==> src/rtl/sm_mon_pkg.sv <==
`default_nettype none
// ============================================================================
//  Module      : sm_mon_pkg
//  Description : Output-code constants and tracker state type shared by the
//                sm_out_monitor slice; codes match the control FSM encoding.
//  Revision    : 1.0 - initial release
// ============================================================================
package sm_mon_pkg;

    localparam logic [2:0] C_IDLE  = 3'b000;
    localparam logic [2:0] C_S1    = 3'b100;
    localparam logic [2:0] C_S2    = 3'b010;
    localparam logic [2:0] C_ERROR = 3'b111;

    typedef enum logic [1:0] {
        WAIT_IDLE = 2'd0,
        SEEN_IDLE = 2'd1,
        SEEN_S1   = 2'd2,
        SEEN_S2   = 2'd3
    } trk_state_t;

    function automatic logic is_defined_code(input logic [2:0] code);
        return (code == C_IDLE) || (code == C_S1) ||
               (code == C_S2)   || (code == C_ERROR);
    endfunction

endpackage
`default_nettype wire

==> src/rtl/sm_sat_cnt.sv <==
`default_nettype none
// ============================================================================
//  Module      : sm_sat_cnt
//  Description : Saturating event counter with synchronous clear; clear has
//                priority over a same-cycle increment.
//  Revision    : 1.0 - initial release
// ============================================================================
module sm_sat_cnt #(
    parameter int W = 8
) (
    input  logic         clk,
    input  logic         rst,
    input  logic         clr,
    input  logic         inc,
    output logic [W-1:0] cnt
);

    logic [W-1:0] r_cnt;

    always_ff @(posedge clk) begin
        if (rst || clr) begin
            r_cnt <= '0;
        end else if (inc && (r_cnt != {W{1'b1}})) begin
            r_cnt <= r_cnt + {{(W-1){1'b0}}, 1'b1};
        end
    end

    assign cnt = r_cnt;

endmodule
`default_nettype wire

==> src/rtl/sm_out_monitor.sv <==
`default_nettype none
// ============================================================================
//  Module      : sm_out_monitor
//  Description : Observes the control FSM output triple, checks sequence
//                legality, counts passes and error entries, pulses irq.
//  Revision    : 1.0 - initial release
// ============================================================================
module sm_out_monitor
    import sm_mon_pkg::*;
#(
    parameter int CNT_W = 8
) (
    input  logic             clk,
    input  logic             rst,
    input  logic             o1,
    input  logic             o2,
    input  logic             err,
    input  logic             clr,
    output logic [CNT_W-1:0] pass_cnt,
    output logic [CNT_W-1:0] err_cnt,
    output logic             illegal,
    output logic             irq,
    output logic             busy
);

    logic [2:0] r_code_q;
    logic [2:0] r_prev_q;
    trk_state_t r_state;
    trk_state_t w_next_state;
    logic       w_pass_inc;
    logic       w_err_entry;
    logic       w_undefined;
    logic       r_illegal;
    logic       r_irq;
    logic       r_busy;

    assign w_undefined = !is_defined_code(r_code_q);
    // A held ERROR is one entry; only the first cycle of the run counts.
    assign w_err_entry = (r_code_q == C_ERROR) && (r_prev_q != C_ERROR);

    always_ff @(posedge clk) begin
        if (rst) begin
            r_code_q  <= C_IDLE;
            r_prev_q  <= C_IDLE;
            r_state   <= WAIT_IDLE;
            r_illegal <= 1'b0;
            r_irq     <= 1'b0;
            r_busy    <= 1'b0;
        end else begin
            r_code_q  <= {o1, o2, err};
            r_prev_q  <= r_code_q;
            r_state   <= w_next_state;
            r_irq     <= w_err_entry;
            r_busy    <= (w_next_state == SEEN_S1) || (w_next_state == SEEN_S2);
            if (clr) begin
                r_illegal <= 1'b0;
            end else if (w_undefined) begin
                r_illegal <= 1'b1;
            end
        end
    end

    always_comb begin
        w_next_state = r_state;
        w_pass_inc   = 1'b0;
        if (w_undefined || (r_code_q == C_ERROR)) begin
            w_next_state = WAIT_IDLE;
        end else begin
            case (r_state)
                WAIT_IDLE: begin
                    if (r_code_q == C_IDLE) w_next_state = SEEN_IDLE;
                end
                SEEN_IDLE: begin
                    if (r_code_q == C_S1)      w_next_state = SEEN_S1;
                    else if (r_code_q == C_S2) w_next_state = WAIT_IDLE;
                end
                SEEN_S1: begin
                    if (r_code_q == C_S2)        w_next_state = SEEN_S2;
                    else if (r_code_q == C_IDLE) w_next_state = SEEN_IDLE;
                end
                SEEN_S2: begin
                    if (r_code_q == C_IDLE) begin
                        w_next_state = SEEN_IDLE;
                        w_pass_inc   = 1'b1;
                    end else if (r_code_q == C_S1) begin
                        w_next_state = WAIT_IDLE;
                    end
                end
                default: w_next_state = WAIT_IDLE;
            endcase
        end
    end

    sm_sat_cnt #(.W(CNT_W)) u_pass_cnt (
        .clk (clk),
        .rst (rst),
        .clr (clr),
        .inc (w_pass_inc),
        .cnt (pass_cnt)
    );

    sm_sat_cnt #(.W(CNT_W)) u_err_cnt (
        .clk (clk),
        .rst (rst),
        .clr (clr),
        .inc (w_err_entry),
        .cnt (err_cnt)
    );

    assign illegal = r_illegal;
    assign irq     = r_irq;
    assign busy    = r_busy;

endmodule
`default_nettype wire

==> config.mk <==
export PLATFORM = sky130hd
export DESIGN_NAME = sm_out_monitor
export DESIGN_NICKNAME = d
export VERILOG_FILES = /design/src/rtl/sm_mon_pkg.sv /design/src/rtl/sm_sat_cnt.sv /design/src/rtl/sm_out_monitor.sv
export SDC_FILE = /design/constraint.sdc
export NUM_CORES = 1
export LEC_CHECK = 0
export ABC_CLOCK_PERIOD_IN_PS = 3290
export BUFFER_PORTS_ARGS = -buffer_cell sky130_fd_sc_hd__buf_2
export CAP_MARGIN = 30
export CORE_UTILIZATION = 57
export CTS_CLUSTER_DIAMETER = 30
export DETAILED_ROUTE_END_ITERATION = 10
export PLACE_DENSITY = 0.85
export RECOVER_POWER = 25
export SETUP_SLACK_MARGIN = 0.5
export SLEW_MARGIN = 25
export SYNTH_ARGS = -nofsm -noshare
export SYNTH_HDL_FRONTEND = slang
export SYNTH_HIERARCHICAL = 1
export SYNTH_SLANG_ARGS = --single-unit
==> constraint.sdc <==
create_clock -name clk -period 3.29 [get_ports clk]
set_input_delay 0.329 -clock clk [delete_from_list [all_inputs] [get_ports clk]]
set_output_delay 0.329 -clock clk [all_outputs]
set_load 0.02 [all_outputs]
# After elaboration in Yosys (flattened, before gate mapping)
# Cells that the tools add are included.
[totals] word_cells=45 input_bits=6 output_inout_bits=19 ff_bits=27
[op_classes] eq_ne=11 reduce_logical=13 n_addsub=2 mux=11
[ops] op="$add 8x1->8 const B" n=2
[ops] op="$ne 8x8->1 const B" n=2
[ops] op="$mux 2" n=7
[ops] op="$eq 2x2->1 const B" n=4
[ops] op="$pmux 2 s4" n=1
[ops] op="$eq 3x3->1 const B" n=2
[ops] op="$logic_or 1x1->1" n=6
[ops] op="$eq 3x2->1 const B" n=1
[ops] op="$logic_and 1x1->1" n=3
[ops] op="$logic_not 3->1" n=1
[ops] op="$mux 1" n=3
[ops] op="$ne 3x3->1 const B" n=1
[ops] op="$eq 2x1->1 const B" n=1
[ops] op="$logic_not 2->1" n=1
[ops] op="$reduce_or 2->1" n=1
[ops] op="$logic_not 1->1" n=1

# Depth between registers and ports, before layout
[logic_depth] ltp_word=9 mapped_depth=6 depth_no_buf=5

# Modules after synthesis
# Netlist, hierarchy kept.
[modules_own_cells] module="sm_sat_cnt" cells_per_inst=48 seq_area_each_um2=160.2 area_per_inst_um2=421.7 instances=2
[modules_own_cells] module="sm_out_monitor" cells_per_inst=34 seq_area_each_um2=220.2 area_per_inst_um2=400.4 instances=1

# Least setup slack after synthesis
# No wires, ideal clock.
[synth_timing] kind="reg2reg" from="register r_code_q[2]" to="register u_pass_cnt.r_cnt[6], in the netlist u_pass_cnt/cnt[6]" required_time_ps=3175 setup_ps=115 synth_period_minus_slack_ps=1694 stages_incl_launch_ff=6 path_slack_ps=1596 arrival_ps=1578 path_buffers=1 cell_sequence="dfxtp_1 buf_4 nor4_1 nand3_1 or4_1 and3_1"
[synth_via] elab_chain_cells=8 elab_cells_between_ends=13 cone_classes="3 x eq/ne; 3 x mux; 7 x reduce/logical"
[synth_lines] item="from (decl)" line_no="sm_out_monitor.sv:26" source="logic [2:0] r_code_q;"
[synth_lines] item="from (signal assigned)" line_no="sm_out_monitor.sv:50" source="r_code_q <= {o1, o2, err};"
[synth_lines] item="$eq 3x3->1 or $logic_not 3->1 (tied branches)" line_no="sm_mon_pkg.sv:23, sm_out_monitor.sv:82"
[synth_lines] item="$logic_or 1x1->1 (2 in series)" line_no="sm_mon_pkg.sv:23" source="return (code == C_IDLE) || (code == C_S1) ||"
[synth_lines] item="$logic_or 1x1->1" line_no="sm_mon_pkg.sv:24" source="(code == C_S2) || (code == C_ERROR);"
[synth_lines] item="$logic_not 1->1" line_no="sm_out_monitor.sv:37" source="assign w_undefined = !is_defined_code(r_code_q);"
[synth_lines] item="$logic_or 1x1->1" line_no="sm_out_monitor.sv:66" source="if (w_undefined || (r_code_q == C_ERROR)) begin"
[synth_lines] item="$mux 1 (*)" line_no="sm_out_monitor.sv:66"
[synth_lines] item="net w_pass_inc" line_no="sm_out_monitor.sv:30" source="logic w_pass_inc;"
[synth_lines] item="$logic_and 1x1->1 (*)" line_no="sm_sat_cnt.sv:23" source="end else if (inc && (r_cnt != {W{1'b1}})) begin"
[synth_lines] item="to (signal assigned)" line_no="sm_sat_cnt.sv:24" source="r_cnt <= r_cnt + {{(W-1){1'b0}}, 1'b1};"
[synth_lines] item="to (decl)" line_no="sm_sat_cnt.sv:18" source="logic [W-1:0] r_cnt;"
# Mark *: on every way through the listed nets, which the timed path passes. The rest lies on a longest branch.
# A chain may end at the register's enable or synchronous reset.

# Worst setup path in the final report
[layout_timing] from="register r_code_q[1]" to="register u_pass_cnt.r_cnt[6], in the netlist u_pass_cnt/cnt[6]"
# The elaborated chain is that of the path after synthesis.

==> impl_metrics.yaml <==
grt:
  grt_pass1_vias: 1023
  grt_antenna_before_repair: 0
  grt_usage: 0.2220
  gr-total-overflow: 0
  grt_max_degree: 22
  grt_pass1_wl_mm: 4.153
clock_tree:
  cts_sinks: 27
  cts_buffer_depth: 2
  cts_tree: "yes"
  insertion_delay_ns: 0.32
  numCtsBuffers: 3
  htree_levels: 1
  cts_setup_buffers: 0
  clk_transition_reported_paths_ns: 0.13
  hold_buffers: 0
  post_cts_resized: 0
  cts_root_buf: "clkbuf_4"
logic_synthesis:
  synth_area_leaders: "dfxtp_1 (43%), mux2i_1 (6.4%), nand2_1 (4.5%)"
  yosysWarnings: 6
  syn_area_um2: 1244
  synth.distinct_cells: 35
  ys_seq_area_frac: 0.4346
  syn_nets: 138
  synth_top_area_cell: "dfxtp_1"
  yosys_register_bits: 27
  synth_cells: 130
  avgSynthCellArea_um2: 9.567
  synth_top_area_frac: 0.4346
setup_path:
  setup.worst_path.start: "r_code_q[1]$_SDFF_PP0_"
  cp_max_fo: 8
  crit_type: "reg -> reg"
  end_kind: "flop"
  worstReg2RegStart: "r_code_q[1]$_SDFF_PP0_"
  crit_arrival_ns: 2.25
  cp.required_ns: 3.51
  crit_path_end: "u_pass_cnt/cnt[6]$_SDFFE_PP0P_"
  reg2reg_to: "u_pass_cnt/cnt[6]$_SDFFE_PP0P_"
  startpoint_type: "flop"
  r2r_cells: 4
  r2r_slack_ns: 1.26
sta:
  fin_worst_skew_ns: 0.01197
  final.min_clock_period_ns: 2.026
  relSlewSlack: 0.5176
  fin_crit_sh: 0.6157
  worstMarginPinSlew_ns: 0.7170
  slew_violations: 0
  finalSetupTns_ns: 0
  finalHoldViolCount: 0
  rsz0062_at_grt: "false"
  finalSetupViolCount: 0
  fmax_mhz: 493.7
  whs_ns: 0.2243
floorplanning:
  die-area_um2: 2373
  die_w_um: 48.71
  die_y_um: 48.71
  core_um2: 2002
  floorplan.initialDensity: 0.6213
  pin_count: 25
  rows: 16
finish:
  stdcell_count: 181
  num-fill-cells: 179
  final_util: 0.6950
  n_antenna_cell: 0
  fin_nets: 163
  multi_input_area_um2: 663.1
  drive_gt1_frac: 0.2468
  areaGrowthSynthToFinish_pct: 11.87
  seqCellArea_um2: 540.5
job:
  cap_viol_max_count: 0
placed_design:
  gp_congestion: 0.7802
  dp.cells: 177
  portBuffers: 24
  hpwl_mm: 1.820
routing:
  ant_nets: 0
  route.detailed.vias_per_inst: 5.878
  wl_per_cell_um: 14.10
  via_count: 1064
  wl_mm: 2.553
  route.detailed.drc: 0
  firstDrtPassIters: 4
  drt_first_iter_violations: 13
run_status:
  status: "completed"
worst_hold_path:
  hp-class: "in -> reg"
power_and_ir_drop:
  power-per-cell-area_nw_per_um2: 361.0
  vdd_ir_drop_max_v: 0.0002821
  leakage_nw: 0.5717
-- power breakdown --
| part | internal (mW) | switching [mW] | leakage [nW] |
|---|---|---|---|
| clock | 0.0475 | 0.0928 | 0.0150 |
| sequential | 0.332 | 0.00576 | 0.219 |
| combinational | 0.0107 | 0.0132 | 0.338 |
-- Yosys cell counts (all sizes together) --
library cell and count:
dfxtp 27, nand2 15, a21oi 10, mux2i 8
and2b 6, or3 6, nand3 5, a21boi 4
and3 4, and3b 4, and4 4, buf 4
nand4 4, nor4 4, inv 3, and2 2
ha 2, nor2 2, o2111ai 2, o21ai 2
o22ai 2, or4 2, a2111oi 1, a211oi 1
a311oi 1, a31oi 1, and4b 1, or4b 1
or4bb 1, xnor2 1
-- critical path, stage by stage (launching register included) --
cell and delay, ns:
dfxtp_1 0.39, nor4_1 0.67, nand3_1 0.24, or4_1 0.44, and3_1 0.20
-- metal layers --
| metal | global-route usage | vias up | routed length [µm] |
|---|---|---|---|
| met1 | 0.2480 | 504 | 1146 |
| met3 | 0.04403 | 2 | 79 |
| li1 | - | 534 | - |
| met4 | 0.08824 | 0 | 15 |
| met5 | 0 | - | 0 |
| met2 | 0.4074 | 24 | 1312 |
-- sequential cells by signal, summed over array words and instances (netlist names) --
register,flops
u_err_cnt/cnt,8
r_code_q,3
r_prev_q,3
busy,1
r_state,2
irq,1
u_pass_cnt/cnt,8
illegal,1
-- cell families (layout without fill, tap and decap cells) --
kind of cell,Yosys count,in the layout,synth area share
AOI/OAI and AO/OA,24,24,0.1278
buffers and inverters,7,31,0.03219
muxes,8,8,0.06439
xor gates and xnor gates,1,1,0.007044
and+or+nand+nor,61,61,0.3139
adders and majority gates,2,2,0.02012
DFF,27,27,0.4346
-- final cells by class --
class | count | share of cell area
tap | 27 | 0.02428
clock buffer | 4 | 0.01888
timing repair buffer | 24 | 0.08363
multi-input combinational | 96 | 0.4766
sequential | 27 | 0.3885
inverter | 3 | 0.008094
-- layout by cell type, fill, tap and decap left out --
master and n:
nand4_1 4, or3_2 2, and2b_2 6, o22ai_1 2, dfxtp_1 27, a21boi_2 2
clkbuf_1 4, and4_1 2, nand2_1 15, a311oi_1 1, clkbuf_4 3, ha_1 2
nor2_1 2, nor4_1 4, mux2i_1 8, and4b_1 1, nand3_1 5, inv_1 3
and3_1 4, a2111oi_0 1, o2111ai_1 2, buf_2 21, or4b_1 1, a211oi_1 1
and3b_1 4, or3_1 4, or4bb_1 1, and2_2 2, a21boi_0 2, and4_2 2
or4_1 2, xnor2_1 1, a21oi_1 10, o21ai_0 2, a31oi_1 1
-- per-stage QoR --
step / setup WS [ns] / cell area [µm²] / power [mW]
floorplan: 1.596 / 1244 / 0.3602
finish: 1.264 / 1391 / 0.5022
global route: 1.140 / 1391 / 0.5190
global placement: 1.504 / 1369 / 0.3674
CTS: 1.319 / 1395 / 0.5064
detailed placement: 1.351 / 1369 / 0.3693
-- worst min-delay path by stage --
stage	cells past startpoint	from	endpoint	slack [ns]
after floorplan	1	clr	illegal$_SDFFE_PP0N_	0.41
after global placement	1	r_prev_q[0]$_SDFF_PP0_	irq$_SDFF_PP0_	0.45
after detailed placement	1	r_prev_q[1]$_SDFF_PP0_	irq$_SDFF_PP0_	0.45
after CTS	2	err	r_code_q[0]$_SDFF_PP0_	0.22
after global routing	2	err	r_code_q[0]$_SDFF_PP0_	0.22
final	2	err	r_code_q[0]$_SDFF_PP0_	0.22
Power figures use the tool's default switching activity.
